### config.mk
export PLATFORM = sky130hd
export DESIGN_NAME = pc_gen
export DESIGN_NICKNAME = d
export VERILOG_FILES = /design/src/rtl/pc_pkg.sv /design/src/rtl/pc_ras.sv /design/src/rtl/pc_gen.sv
export SDC_FILE = /design/constraint.sdc
export NUM_CORES = 1
export LEC_CHECK = 0
export CORE_MARGIN = 2
export CORE_UTILIZATION = 49
export CTS_CLUSTER_SIZE = 8
export DETAILED_ROUTE_END_ITERATION = 16
export GPL_TIMING_DRIVEN = 0
export PLACE_DENSITY = 0.92
export SLEW_MARGIN = 20
export SYNTH_ARGS = -nofsm -noshare
export SYNTH_HDL_FRONTEND = slang
export SYNTH_SLANG_ARGS = --single-unit
### constraint.sdc
create_clock -name clk -period 6 [get_ports clk]
set_input_delay 0.9 -clock clk [delete_from_list [all_inputs] [get_ports clk]]
set_output_delay 0.9 -clock clk [all_outputs]
set_load 0.02 [all_outputs]
### src/rtl/pc_pkg.sv
// Shared types and constants for the fetch program-counter generator.
package pc_pkg;

    typedef enum logic [1:0] {
        PC_BOOT,
        PC_RUN,
        PC_HALT
    } pc_state_e;

    typedef enum logic [2:0] {
        SEL_TRAP,
        SEL_BR,
        SEL_RAS,
        SEL_SEQ,
        SEL_HOLD
    } next_sel_e;

    // Number of PC low bits that must be zero for an aligned fetch address.
    function automatic int unsigned align_bits(int unsigned bytes);
        return $clog2(bytes);
    endfunction

    function automatic bit is_pow2(int unsigned v);
        return (v != 0) && ((v & (v - 1)) == 0);
    endfunction

    localparam int unsigned INSTR_BYTES_DEF = 4;
    localparam int unsigned ALIGN_BITS      = align_bits(INSTR_BYTES_DEF);

endpackage

### src/rtl/pc_ras.sv
// Circular return-address stack. When full, a push overwrites the oldest
// entry and the occupancy count saturates. Push and pop together replace
// the top entry in place.
module pc_ras
    import pc_pkg::*;
#(
    parameter int unsigned DEPTH = 4,
    parameter int unsigned XLEN  = 32
) (
    input  logic            clk,
    input  logic            reset,
    input  logic            push_i,
    input  logic            pop_i,
    input  logic            flush_i,
    input  logic [XLEN-1:0] push_data_i,
    output logic [XLEN-1:0] top_o,
    output logic            empty_o,
    output logic            full_o
);

    localparam int unsigned PTR_W = $clog2(DEPTH);
    localparam int unsigned CNT_W = $clog2(DEPTH + 1);

    logic [XLEN-1:0]  mem [DEPTH];
    logic [PTR_W-1:0] ptr;
    logic [CNT_W-1:0] count;
    logic             do_pop;

    assign empty_o = (count == '0);
    assign full_o  = (count == CNT_W'(DEPTH));
    assign top_o   = mem[ptr];
    assign do_pop  = pop_i & ~empty_o;

    // Entry storage: replace top on pop+push, otherwise write above top.
    always_ff @(posedge clk) begin
        if (push_i && !flush_i) begin
            if (do_pop) begin
                mem[ptr] <= push_data_i;
            end else begin
                mem[PTR_W'(ptr + 1'b1)] <= push_data_i;
            end
        end
    end

    // Top pointer and occupancy; flush only clears the count.
    always_ff @(posedge clk or posedge reset) begin
        if (reset) begin
            ptr   <= '0;
            count <= '0;
        end else if (flush_i) begin
            count <= '0;
        end else if (push_i && !do_pop) begin
            ptr <= PTR_W'(ptr + 1'b1);
            if (!full_o) begin
                count <= CNT_W'(count + 1'b1);
            end
        end else if (do_pop && !push_i) begin
            ptr   <= PTR_W'(ptr - 1'b1);
            count <= CNT_W'(count - 1'b1);
        end
    end

endmodule

### src/rtl/pc_gen.sv
// Fetch program-counter generator with valid/ready handshake.
// Priority: trap > branch > return prediction > sequential > hold.
// Optional return-address stack enabled by defining PC_RAS_EN.
module pc_gen
    import pc_pkg::*;
#(
    parameter int unsigned     XLEN         = 32,
    parameter logic [XLEN-1:0] RESET_VECTOR = '0,
    parameter int unsigned     INSTR_BYTES  = 1 << ALIGN_BITS,
    parameter int unsigned     RAS_DEPTH    = 4
) (
    input  logic            clk,
    input  logic            reset,
    output logic [XLEN-1:0] pc_o,
    output logic            pc_valid_o,
    input  logic            pc_ready_i,
    input  logic            halt_i,
    input  logic            trap_valid_i,
    input  logic [XLEN-1:0] trap_target_i,
    input  logic            br_valid_i,
    input  logic [XLEN-1:0] br_base_i,
    input  logic [XLEN-1:0] br_offset_i,
    input  logic            call_i,
    input  logic            ret_i,
    output logic            misaligned_o
);

    localparam int unsigned     ALIGN_W = align_bits(INSTR_BYTES);
    localparam logic [XLEN-1:0] INC     = XLEN'(INSTR_BYTES);

    if (!is_pow2(INSTR_BYTES) || INSTR_BYTES < 2) begin : g_bad_instr_bytes
        $error("pc_gen: INSTR_BYTES must be a power of two >= 2");
    end
    if (!is_pow2(RAS_DEPTH) || RAS_DEPTH < 2) begin : g_bad_ras_depth
        $error("pc_gen: RAS_DEPTH must be a power of two >= 2");
    end

    pc_state_e       state, state_next;
    next_sel_e       sel;
    logic [XLEN-1:0] pc_q, pc_next, seq_pc;
    logic            mis_q;
    logic            accept, redirect, ras_pop;

    assign pc_o         = pc_q;
    assign misaligned_o = mis_q;
    assign accept       = pc_valid_o & pc_ready_i;
    assign redirect     = (state != PC_BOOT) & (trap_valid_i | br_valid_i);
    assign seq_pc       = pc_q + INC;

`ifdef PC_RAS_EN
    logic            ras_push, ras_flush, ras_empty, ras_full_unused, ras_ok;
    logic [XLEN-1:0] ras_top;

    // Prediction only acts on an accepted, unredirected, non-halting RUN cycle.
    assign ras_ok    = (state == PC_RUN) & accept & ~redirect & ~halt_i;
    assign ras_pop   = ras_ok & ret_i & ~ras_empty;
    assign ras_push  = ras_ok & call_i;
    assign ras_flush = redirect & trap_valid_i;

    pc_ras #(
        .DEPTH (RAS_DEPTH),
        .XLEN  (XLEN)
    ) u_ras (
        .clk         (clk),
        .reset       (reset),
        .push_i      (ras_push),
        .pop_i       (ras_pop),
        .flush_i     (ras_flush),
        .push_data_i (seq_pc),
        .top_o       (ras_top),
        .empty_o     (ras_empty),
        .full_o      (ras_full_unused)
    );
`else
    logic unused_predecode;
    assign unused_predecode = ^{call_i, ret_i};
    assign ras_pop          = 1'b0;
`endif

    // State register.
    always_ff @(posedge clk or posedge reset) begin
        if (reset) begin
            state <= PC_BOOT;
        end else begin
            state <= state_next;
        end
    end

    // Next-state: a redirect overrides a simultaneous halt request.
    always_comb begin
        state_next = state;
        case (state)
            PC_BOOT: state_next = PC_RUN;
            PC_RUN:  if (halt_i && !redirect) state_next = PC_HALT;
            PC_HALT: if (redirect) state_next = PC_RUN;
            default: state_next = PC_BOOT;
        endcase
    end

    // Handshake output is purely a function of state.
    always_comb begin
        pc_valid_o = (state == PC_RUN);
    end

    // Next-PC source select; a halting cycle holds pc so it resumes intact.
    always_comb begin
        sel = SEL_HOLD;
        case (state)
            PC_RUN: begin
                if (trap_valid_i)    sel = SEL_TRAP;
                else if (br_valid_i) sel = SEL_BR;
                else if (halt_i)     sel = SEL_HOLD;
                else if (ras_pop)    sel = SEL_RAS;
                else if (accept)     sel = SEL_SEQ;
            end
            PC_HALT: begin
                if (trap_valid_i)    sel = SEL_TRAP;
                else if (br_valid_i) sel = SEL_BR;
            end
            default: sel = SEL_HOLD;
        endcase
    end

    // Next-PC mux; all sums wrap modulo 2^XLEN.
    always_comb begin
        pc_next = pc_q;
        case (sel)
            SEL_TRAP: pc_next = trap_target_i;
            SEL_BR:   pc_next = br_base_i + br_offset_i;
`ifdef PC_RAS_EN
            SEL_RAS:  pc_next = ras_top;
`endif
            SEL_SEQ:  pc_next = seq_pc;
            default:  pc_next = pc_q;
        endcase
    end

    // PC and alignment flag registered together.
    always_ff @(posedge clk or posedge reset) begin
        if (reset) begin
            pc_q  <= RESET_VECTOR;
            mis_q <= 1'b0;
        end else begin
            pc_q  <= pc_next;
            mis_q <= |pc_next[ALIGN_W-1:0];
        end
    end

endmodule

Word-level counts from Yosys, hierarchy flattened
Cells that the tools add are included.

Register bits after elaboration: 35. Output and inout port bits: 34. Bits of input ports: 104.

Mux-type cells: 11. Equality and inequality tests: 6. Add/sub/neg operators: 2. Bitwise logic cells: 3. Reduce and logical (&&, ||, !) cells: 8.

Operator list (number): case mux 32 bit (3 select lines) (1); adder 32 x 3 -> 32 bit, second input constant (1); adder 32 bit (1); two-way mux 3 bit (6); case mux 2 bit (3 select lines) (1); case mux 3 bit (2 select lines) (1); two-way mux 2 bit (2); equality test 3 x 1 -> 1 bit, second input constant (1); equality test 3 x 2 -> 1 bit, second input constant (1); logical NOT 3 bit (1); nonzero test 3 bit (1); bitwise AND 1 bit (2); equality test 2 x 1 -> 1 bit, second input constant (1); equality test 2 bit, second input constant (1); logical NOT 2 bit (1); inequality test 2 x 1 -> 1 bit, second input constant (1); inequality test 2 bit, second input constant (1); AND reduction 2 bit (1); nonzero test 2 bit (1); OR reduction 2 bit (1); logical AND 1 bit (1); logical NOT 1 bit (1); bitwise OR 1 bit (1).

Logic depth before layout (Yosys ltp)
Depth in word-level cells: 10. Mapped depth: 12. Depth with buffers taken out: 12.

Worst setup path after synthesis
No wires, ideal clock.

Kind: input port to flip-flop. Start point: in br_base_i[0]. End point: reg pc_q[30] (netlist: pc_o[30]). Cell stages on the path: 12. Arrival: 2.870 ns. Setup slack: 2.995 ns. Setup time: 0.135 ns. Data required time: 5.865 ns. Path buffers: 0. Cells stage by stage: ha_1 inv_1 fa_1 nand2b_1 a21oi_2 o41a_1 o21ai_2 o21ai_2 a31o_1 a31oi_1 xor2_1 o211ai_1.

Cells in the longest elaborated chain, start to end: 2.

Ends and longest elaborated chain: start: declaration (line pc_gen.sv:21) `input logic [XLEN-1:0] br_base_i,`; adder 32 bit (line pc_gen.sv:129) `SEL_BR: pc_next = br_base_i + br_offset_i;`; case mux 32 bit (3 select lines) (line pc_gen.sv:127) `case (sel)`; end signal: assignment (line pc_gen.sv:144) `pc_q <= pc_next;`; end: declaration (line pc_gen.sv:40) `logic [XLEN-1:0] pc_q, pc_next, seq_pc;`.

Every way passes these cells. A chain may end at the register's enable or synchronous reset.

Final worst setup path
Start point: in br_base_i[0]. End point: reg pc_q[26] (netlist: pc_o[26]).

The elaborated chain is that of the path after synthesis.

==> flow_metrics.env <==
export IMPL_status="completed"
export IMPL_finalSetupTns_ns=0
export IMPL_core_rowCount=31
export IMPL_cts_buffer_depth=2
export IMPL_fillers=586
export IMPL_fin_skew_ns=0.00675
export IMPL_start_util_pct=50.9
export IMPL_vias=4375
export IMPL_busiest_layer="met2"
export IMPL_vias_per_cell=6.20
export IMPL_grt_pass1_vias=4362
export IMPL_ys_ff_latch=35
export IMPL_fin_crit_sh_pct=60.0
export IMPL_synth_edff_count=0
export IMPL_critPathBufInv=2
export IMPL_required_ns=6.16
export IMPL_cp_max_fo=4
export IMPL_grtUsageTotal_pct=30.2
export IMPL_drt_iter0_markers=353
export IMPL_startpoint_type="input pin"
export IMPL_synth_nets=605
export IMPL_netlist_area_sq_um=3710
export IMPL_fmax_mhz=278
export IMPL_end_kind="register"
export IMPL_powerDensity_nw_per_um2=389
export IMPL_worstSetupPathType="in -> reg"
export IMPL_drv_cap=0
export IMPL_drt_pass1_iterations=5
export IMPL_critPathMaxStageDelay_ns=0.46
export IMPL_maxSlewHeadroom_pct=48.2
export IMPL_clk_root_buffer_cell="clkbuf_8"
export IMPL_arrival_ns=3.77
export IMPL_totalWireLength_um=12500
export IMPL_synth_cell_type_count=62
export IMPL_seq_area_frac_synth_pct=23.6
export IMPL_gr_usage_met2_pct=52.8
export IMPL_hold_viol_final=0
export IMPL_nets=747
export IMPL_path_cells="clkdlybuf4s50_1, ha_1, inv_1, fa_1, nand2b_1, a21oi_2, o41a_1, o21ai_2, o21ai_2, nor3_1, o31ai_1, xnor2_1, o21ai_1"
export IMPL_grt_pass1_wl_um=20500
export IMPL_tritoncts="built"
export IMPL_worstReg2RegStart="state[1]"
export IMPL_antenna_found_initial=0
export IMPL_yosys_warnings=0
export IMPL_hold_class="reg -> reg"
export IMPL_final_antenna_net_count=0
export IMPL_routedWlPerCell_um=17.7
export IMPL_yosys_top_cells_area="dfrtp_1, ha_1, o21ai_0, a21oi_1, nand2_1"
export IMPL_yosysTopAreaCell="dfrtp_1"
export IMPL_drc=0
export IMPL_pwr_share_clk_pct=11.0
export IMPL_crit_top_cell="o21ai_2"
export IMPL_synth_top_area_share_pct=23.6
export IMPL_gr_usage_met3_pct=6.06
export IMPL_leakage_nw=2.18
export IMPL_grt_use_met1_pct=37.4
export IMPL_die_x_um=91.1
export IMPL_post_cts_buffers=0
export IMPL_syn2layout_area_growth_pct=43.0
export IMPL_slew_violations=0
export IMPL_gp_congestion=0.874
export IMPL_seqPwrFrac_pct=25.0
export IMPL_fin_crit_ns=3.60
export IMPL_dieArea_sq_um=8290
export IMPL_total_power_mw=2.07
export IMPL_cts_resized=0
export IMPL_drive_above_1_share_pct=4.94
export IMPL_port_buffers=135
export IMPL_ios=138
export IMPL_ir_drop_v=0.000175
export IMPL_yosys_most_used_dff="dfrtp_1"
export IMPL_cp_top_family="compound AO/OA/AOI/OAI gates"
export IMPL_clock_sinks=35
export IMPL_min_from="pc_o[0]"
export IMPL_worstSetupStartpoint="br_base_i[0]"
export IMPL_syn_avg_cell_area_sq_um=8.00
export IMPL_cts_buffers=5
export IMPL_gr_total_overflow=0
export IMPL_internal_power_mw=1.08
export IMPL_clk_pin_slew_ns=0.08
export IMPL_worstMarginPinSlew_ns=0.772
export IMPL_fp_coreArea_sq_um=7290
export IMPL_clk_latency_ns=0.30
export IMPL_synthCells=464
export IMPL_setup_viol=0
export IMPL_grt_max_degree=36
export IMPL_die_h_um=91.1
export IMPL_htree_levels=2
export IMPL_ctsHoldBuffers=0
export IMPL_swShare_pct=47.6
export IMPL_async_flop_share_pct=100
export IMPL_p_switching_uw=984
export IMPL_antenna_cells=0
export IMPL_rsz0062_at_grt="no"
export IMPL_combPwrFrac_pct=64.0
export IMPL_hpwl_um=9760
export IMPL_cpMaxStageDelayCell="clkdlybuf4s50_1"
per-layer routing:
layer  routed length, um  share of wire, %  vias up
li1                    -                 -     2051
met1                5090                41     2071
met2                6250                50      231
met3                1010               8.1       22
met4                 163               1.3        0
met5                   0                 0        -
flip-flops by register name, summed over array words and instances, names as in the netlist:
signal	cells
misaligned_o	1
pc_o	32
state	2
worst min-delay path, delay by kind of cell (launching register included):
family / cells / cell delay [ns]
flops: 1 / 0.35
simple gates: 1 / 0.09
compound gates: 1 / 0.07
cells in the final DEF, fill, tap and decap left out, types with 3 or more instances in the layout:
cell | netlist | routed
nor3b_1 | 3 | 3
a221o_1 | 3 | 3
nand2_1 | 44 | 44
xnor2_1 | 15 | 15
nand2b_1 | 12 | 12
nand3_1 | 11 | 11
mux2i_1 | 3 | 3
nor2_1 | 20 | 20
a41oi_1 | 3 | 3
a21oi_1 | 39 | 39
o31ai_1 | 4 | 3
nand4_1 | 10 | 10
buf_2 | 3 | 3
nor2b_1 | 5 | 5
o21ai_0 | 47 | 47
dfrtp_1 | 35 | 35
o21bai_1 | 3 | 3
and3_1 | 10 | 10
clkbuf_8 | 0 | 6
inv_1 | 13 | 12
ha_1 | 36 | 36
clkbuf_1 | 13 | 13
nor4_1 | 3 | 3
a222oi_1 | 3 | 3
xor2_1 | 14 | 14
a31oi_1 | 14 | 14
o211ai_1 | 10 | 10
clkdlybuf4s50_1 | 0 | 135
a221oi_1 | 9 | 9
o21ai_1 | 10 | 10
a21o_1 | 17 | 17
nor3_1 | 8 | 8
a22oi_1 | 4 | 4
a32oi_1 | 3 | 3
path summary, 6_finish.rpt:
| path | to | slack, ns | cells past startpoint |
|---|---|---|---|
| max in group asynchronous | pc_o[22] | 4.46 | 2 |
| max | pc_o[26] | 2.40 | 13 |
| min in group asynchronous | state[1] | 1.06 | 2 |
| min reg2reg | pc_o[0] | 0.55 | 2 |
| min | pc_o[0] | 0.55 | 2 |
| max reg2reg | pc_o[12] | 3.30 | 10 |
power groups by stage:
stage	Combinational, mW	Sequential, mW	Clock [mW]
floorplan	0.655	0.616	0
global placement	1.25	0.507	0
detailed placement	1.30	0.515	0
CTS	1.30	0.511	0.225
global route	1.43	0.538	0.239
finish	1.32	0.518	0.227
kinds of logic after synthesis:
group                      count (synthesis)  share of synthesized area, %
muxes                                      3                         0.809
and+or+nand+nor                          140                          19.6
buffers and inverters                     31                          3.54
DFF                                       35                          23.6
AOI/OAI and AO/OA                        189                          33.0
adders and majority gates                 37                          12.7
xor gates and xnor gates                  29                          6.84
cells in the mapped netlist, types with 4 or more instances:
library cell  count
a21o_1           17
a21oi_1          39
a221oi_1          9
a22oi_1           4
a31oi_1          14
and3_1           10
clkbuf_1         13
dfrtp_1          35
ha_1             36
inv_1            13
nand2_1          44
nand2b_1         12
nand3_1          11
nand4_1          10
nor2_1           20
nor2b_1           5
nor3_1            8
o211ai_1         10
o21ai_0          47
o21ai_1          10
o31ai_1           4
xnor2_1          15
xor2_1           14
area by class of cell:
type	count	area [sq um]	area share, %
Sequential cell	35	876	16.5
Timing Repair Buffer	135	1350	25.4
Tap cell	99	124	2.33
Clock inverter	2	35.0	0.660
Multi-Input combinational cell	398	2710	51.0
Inverter	13	48.8	0.919
Clock buffer	6	82.6	1.55
Buffer	18	82.6	1.55
metrics by stage:
step	setup WS (ns)	std cells	hold WS (ns)	util, %	area (sq um)
3_3_place_gp	2.23	698	0.508	71.2	5190
4_1_cts	2.45	706	0.534	72.8	5310
2_1_floorplan	3.00	464	0.523	-	3710
5_1_grt	2.26	706	0.582	72.8	5310
6_report	2.40	706	0.548	72.8	5310
3_5_place_dp	2.16	698	0.514	71.2	5190
No activity file was read; power rests on OpenSTA's default activity.
